**src/rtl/booth_mult8.sv**
```systemverilog
// Sequential 8x8 signed radix-2 Booth multiplier driving an external shared
// 8-bit add/subtract unit; one ADD/SHIFT pair per multiplier bit.
module booth_mult8 (
  input  logic        clk,
  input  logic        rst,
  input  logic        start,
  input  logic [7:0]  multiplicand,
  input  logic [7:0]  multiplier,
  output logic [7:0]  add_a,
  output logic [7:0]  add_b,
  output logic        add_sub,
  input  logic [7:0]  add_sum,
  output logic [15:0] product,
  output logic        busy,
  output logic        done
);

  typedef enum logic [1:0] {
    S_IDLE  = 2'd0,
    S_ADD   = 2'd1,
    S_SHIFT = 2'd2,
    S_DONE  = 2'd3
  } state_t;

  state_t      r_state;
  state_t      w_state_next;
  logic [7:0]  r_a;
  logic [7:0]  r_q;
  logic        r_qm1;
  logic [7:0]  r_m;
  logic [2:0]  r_cnt;
  logic [15:0] r_product;
  logic        r_done;
  logic        r_both_min;

  logic        w_last;
  logic        w_swap;
  logic        w_both_min;

  assign w_last     = (r_cnt == 3'd7);
  // Keeping M away from -128 prevents A overflowing on A-M.
  assign w_swap     = (multiplicand == 8'h80) && (multiplier != 8'h80);
  assign w_both_min = (multiplicand == 8'h80) && (multiplier == 8'h80);

  always_ff @(posedge clk) begin
    if (rst) begin
      r_state <= S_IDLE;
    end else begin
      r_state <= w_state_next;
    end
  end

  always_comb begin
    w_state_next = r_state;
    case (r_state)
      S_IDLE:  if (start) w_state_next = S_ADD;
      S_ADD:   w_state_next = S_SHIFT;
      S_SHIFT: w_state_next = w_last ? S_DONE : S_ADD;
      S_DONE:  w_state_next = S_IDLE;
      default: w_state_next = S_IDLE;
    endcase
  end

  always_ff @(posedge clk) begin
    if (rst) begin
      r_a        <= 8'h00;
      r_q        <= 8'h00;
      r_qm1      <= 1'b0;
      r_m        <= 8'h00;
      r_cnt      <= 3'd0;
      r_product  <= 16'h0000;
      r_done     <= 1'b0;
      r_both_min <= 1'b0;
    end else begin
      r_done <= (r_state == S_SHIFT) && w_last;
      case (r_state)
        S_IDLE: begin
          if (start) begin
            r_a        <= 8'h00;
            r_qm1      <= 1'b0;
            r_cnt      <= 3'd0;
            r_both_min <= w_both_min;
            if (w_swap) begin
              r_m <= multiplier;
              r_q <= multiplicand;
            end else begin
              r_m <= multiplicand;
              r_q <= multiplier;
            end
          end
        end
        S_ADD: begin
          if (r_q[0] ^ r_qm1) r_a <= add_sum;
        end
        S_SHIFT: begin
          r_a   <= {r_a[7], r_a[7:1]};
          r_q   <= {r_a[0], r_q[7:1]};
          r_qm1 <= r_q[0];
          r_cnt <= r_cnt + 3'd1;
          if (w_last) begin
            // -128 * -128 = +16384 does not fit the 8-bit A path.
            r_product <= r_both_min ? 16'h4000 : {r_a[7], r_a, r_q[7:1]};
          end
        end
        default: ;
      endcase
    end
  end

  assign add_a   = r_a;
  assign add_b   = r_m;
  assign add_sub = r_q[0] & ~r_qm1;
  assign product = r_product;
  assign done    = r_done;
  assign busy    = (r_state == S_ADD) || (r_state == S_SHIFT);

endmodule

```
**config.mk**
```make
export PLATFORM = sky130hd
export DESIGN_NAME = booth_mult8
export DESIGN_NICKNAME = d
export VERILOG_FILES = /design/src/rtl/booth_mult8.sv
export SDC_FILE = /design/constraint.sdc
export NUM_CORES = 1
export LEC_CHECK = 0
export CORE_AREA = 4 4 73 75
export CTS_CLUSTER_SIZE = 10
export DETAILED_ROUTE_END_ITERATION = 10
export DIE_AREA = 0 0 77 79
export GPL_ROUTABILITY_DRIVEN = 0
export PLACE_DENSITY = 0.77
export SETUP_SLACK_MARGIN = 0.3
export SLEW_MARGIN = 20
export SYNTH_ARGS = -nofsm -noshare
export SYNTH_HDL_FRONTEND = slang
export SYNTH_SLANG_ARGS = --single-unit
```
**constraint.sdc**
```tcl
create_clock -name clk -period 2.09 [get_ports clk]
set_input_delay 0.418 -clock clk [delete_from_list [all_inputs] [get_ports clk]]
set_output_delay 0.418 -clock clk [all_outputs]
set_load 0.1 [all_outputs]
```
Word level (Yosys, flattened, before mapping)
Cells that the tools add are included.
Storage, ports and cells
  bits in registers: 48
  bits in read-only memories: 0
  memories kept: 0
  output and inout port bits: 35
  bits in latches: 0
  input bits: 27
  word-level logic and storage cells: 52
  RAM bits: 0
Cells by class
  magnitude comparators: 0
  multipliers: 0
  reduce and logical (&&, ||, !) cells: 13
  bitwise operators: 4
  equal/unequal tests: 9
  divide/modulo/power cells: 0
  shift operators: 0
  add/sub/neg operators: 1
  mux-type cells: 15
Operators with widths (number)
  8-bit two-way mux: 5
  8-bit one-hot mux with 3 select lines: 1
  8-bit equality test (second input constant): 2
  16-bit two-way mux: 1
  8-bit one-hot mux with 2 select lines: 1
  8-bit inequality test (second input constant): 1
  2-bit one-hot mux with 4 select lines: 1
  3-bit one-hot mux with 2 select lines: 1
  2-bit AND reduction: 3
  2-bit equality test (second input constant): 2
  2-bit two-way mux: 2
  2-bit inequality test (second input constant): 2
  4-bit AND reduction: 1
  2-bit nonzero test: 2
  3-bit by 1-bit adder with 3-bit output (second input constant): 1
  3-bit equality test (second input constant): 1
  1-bit logical AND: 3
  3-bit two-way mux: 1
  3-bit AND reduction: 1
  3-bit nonzero test: 1
  2-bit by 1-bit equality test with 1-bit output (second input constant): 1
  2-bit zero test: 1
  1-bit inverter: 2
  1-bit one-hot mux with 2 select lines: 1
  other kinds (4): 4

Longest topological paths before layout
  depth in word-level cells: 5
  gate-level depth with buffers: 7
  depth with buffers taken out: 6

Worst setup path after synthesis
OpenSTA, ideal clock, no wires.
  path kind: register to register
  start: reg r_state[0]
  end: reg r_a[7] (netlist: add_a[7])
  path slack: 0.119 ns
  library setup time: 0.068 ns
  required time: 2.022 ns
  period minus slack after synthesis: 1.971 ns
  path buffers: 1
  cell stages (with the launch flop): 7
  arrival: 1.904 ns
  path through: dfxtp_1 > inv_1 > ha_1 > clkbuf_1 > and3_1 > mux2i_1 > nor2_1
On the way
  word-level cells in the longest chain between the ends: 3
  elaborated cells on any way between the ends: 9
  classes of those cells: 4 x eq/ne; 1 x mux; 1 x bitwise; 3 x reduce/logical
Ends and longest elaborated chain
  start, declared: RTL line 25  | state_t r_state;
  start signal, assigned: RTL line 49  | r_state <= w_state_next;
  2-bit by 1-bit equality test with 1-bit output, or another cell as far along: RTL line 76  | case (r_state)
  2-bit inequality test (no line), or another cell as far along
  4-bit AND reduction (no line)
  end signal, assigned: RTL line 93  | if (r_q[0] ^ r_qm1) r_a <= add_sum;
  end signal, assigned: RTL line 96  | r_a <= {r_a[7], r_a[7:1]};
  end, declared: RTL line 27  | logic [7:0] r_a;
Several ways; a longest one is shown, not always the timed one.
A chain may end at the register's enable or synchronous reset.

Worst setup path in the final report
  start: in multiplicand[0]
  end: reg r_m[7] (netlist: add_b[7])
On the way
  word-level cells in the longest chain between the ends: 3
Ends and longest elaborated chain
  start, declared: RTL line 7  | input logic [7:0] multiplicand,
  8-bit equality test: RTL line 42  | assign w_swap = (multiplicand == 8'h80) && (multiplier != 8'h80);
  1-bit logical AND: RTL line 42
  8-bit two-way mux: RTL line 83  | if (w_swap) begin
  end signal, assigned: RTL line 84  | r_m <= multiplier;
  end signal, assigned: RTL line 87  | r_m <= multiplicand;
  end, declared: RTL line 30  | logic [7:0] r_m;
No other way between the ends.

==> results_dict.tcl <==
set metrics [dict create \
    antenna_found_initial 0 \
    synth_ff_type "dfxtp_1" \
    final_common_cell "dfxtp_1" \
    instances_no_fill 351 \
    syn_area_mm2 0.00211 \
    wl_per_cell_um 15.4 \
    drt-initial-drc-count 97 \
    drv_slew 0 \
    setup_slack_ps 367 \
    syn_nets 272 \
    synthArstFlopShare_pct 0 \
    worst_ep_arrival_time_ps 1930 \
    place_ws_ps 64.7 \
    dp.cells 343 \
    final_cell_mix "46 x dfxtp_1, 39 x nor2_1, 39 x buf_4" \
    fin_crit_ps 1720 \
    initial_utilization_pct 45.3 \
    final_util_pct 61.1 \
    rows 25 \
    cts.clk_slew.worst_paths_ps 90 \
    fin_worst_skew_ps 9.19 \
    end_kind "register" \
    startpoint_type "primary input" \
    die-area_mm2 0.00608 \
    nets 330 \
    ant_nets 0 \
    ys_ff_latch 48 \
    p_per_area_mw_per_mm2 1020 \
    drc 0 \
    htree_levels 2 \
    ctsHoldBuffers 0 \
    io_buffers 61 \
    cap_viol_max_count 0 \
    fp.dieH_um 79 \
    worstSkewPairLatency_ps 300 \
    min_period_over_period_pct 82.4 \
    ys_types 36 \
    cts_tree "yes" \
    clock_path_buffers 2 \
    vias_per_cell 5.56 \
    cts_root_buf "clkbuf_8" \
    grt_first_pass_wirelength_um 9150 \
    yosysTopAreaCell "dfxtp_1" \
    netlist_instances 238 \
    grtUsageTotal_pct 18.5 \
    diodes 0 \
    p_leak_nw 1.10 \
    fmax_mhz 580 \
    synthToLayoutAreaGrowth_pct 34.9 \
    overflow 0 \
    outcome "complete, no violations" \
    ys_seq_area_share_pct 45.5 \
    drive_above_1_share_pct 22.2 \
    finalSetupViolations 0 \
    holdWs_ps 484 \
    dr_total_vias 1953 \
    required_ps 2290 \
    ioPinCount 62 \
    placed_area_mm2 0.00271 \
    cts_made_buffers 5 \
    avgSynthCellArea_um2 8.87 \
    setup_tns_ps 0 \
    power_mw 2.91 \
    wl_um 5420 \
    worstPathMaxFanout 9 \
    rsz0062_at_grt "yes" \
    grt_pass1_vias 1923 \
    hp-class "reg -> reg" \
    hpwl_um 3920 \
    die_w_um 77 \
    worst_pin_slew_ps 667 \
    postCtsSetupRepairBufs 0 \
    ir_drop_uv 441 \
    grt_start_max_net_pins 33 \
    synth_edf_count 0 \
    yosysWarnings 0 \
    hold_viol 0 \
    final_area_mm2 0.00285 \
    slew_headroom_pct 55.5 \
    drtPass1Iterations 4 \
    clock_sinks 48 \
    fp.coreArea_mm2 0.00466 \
    yosys-top-cells-area "dfxtp_1 45%, nor2_1 6.9%, a21oi_1 5.7%" \
    synth_top_area_share_pct 45.5 \
    crit_type "in -> reg" \
]
==> cells in the mapped netlist (2+ instances only) <==
cell and instances:
dfxtp_1 48, nor2_1 39, a21oi_1 24, nor3_1 16
nor3b_1 15, nand2_1 13, clkbuf_1 11, a211oi_1 8
a221oi_1 7, a22o_1 7, ha_1 7, nand3_1 7
buf_2 4, a22oi_1 3, and2_1 3, inv_1 3
a311oi_1 2, mux2i_1 2, nor4_1 2
==> path summary, 6_finish.rpt <==
path	from	endpoint	slack (ps)	depth (start not counted)
setup / recovery	multiplicand[0]	add_b[7]	370	5
hold / removal	add_b[7]	add_b[7]	480	1
setup reg to reg	r_state[0]	r_q[7]	430	7
hold reg to reg	add_b[7]	add_b[7]	480	1
==> power by group <==
group	switching, mW	total, mW	internal [mW]
sequential	0.0781	1.10	1.02
combinational	0.815	1.24	0.428
clock	0.308	0.576	0.268
total	1.20	2.91	1.71
==> area by class of cell <==
class	instances	area [um2]
Clock buffer	6	82.6
Multi-Input combinational cell	169	1090
Tap cell	54	67.6
Sequential cell	48	963
Clock inverter	2	15.0
Inverter	4	16.3
Fill cell	417	1810
Timing Repair Buffer	68	613
==> flip-flops by register name, indices dropped and copies added (netlist names) <==
| name | count |
|---|---|
| done | 1 |
| r_both_min | 1 |
| r_state | 2 |
| product | 16 |
| r_q | 8 |
| add_b | 8 |
| r_qm1 | 1 |
| add_a | 8 |
| r_cnt | 3 |
==> layer usage <==
metal	vias to the layer above	part of all wire (%)	global-route usage, %
met3	7	8.9	7.03
met1	899	45	23.7
met2	75	45	30.1
met4	0	0.72	3.74
met5	-	0	0
li1	972	-	-
==> critical path, cell delays in order <==
cell and delay, ps:
clkdlybuf4s50_1 440, nor4_2 380, and2_1 360, nand2_1 90, a32o_1 240
==> what timing repair did <==
item,CTS,global route
pin swaps,0,1
setup endpoints to repair,1,31
gates resized for setup,1,10
==> cells by family after synthesis <==
family / synth area share [%]
simple gates: 24.7
compound gates: 20.3
flops: 45.5
buf+inv: 4.38
fa+ha+maj: 4.15
mux: 0.948
Power figures use the tool's default switching activity.
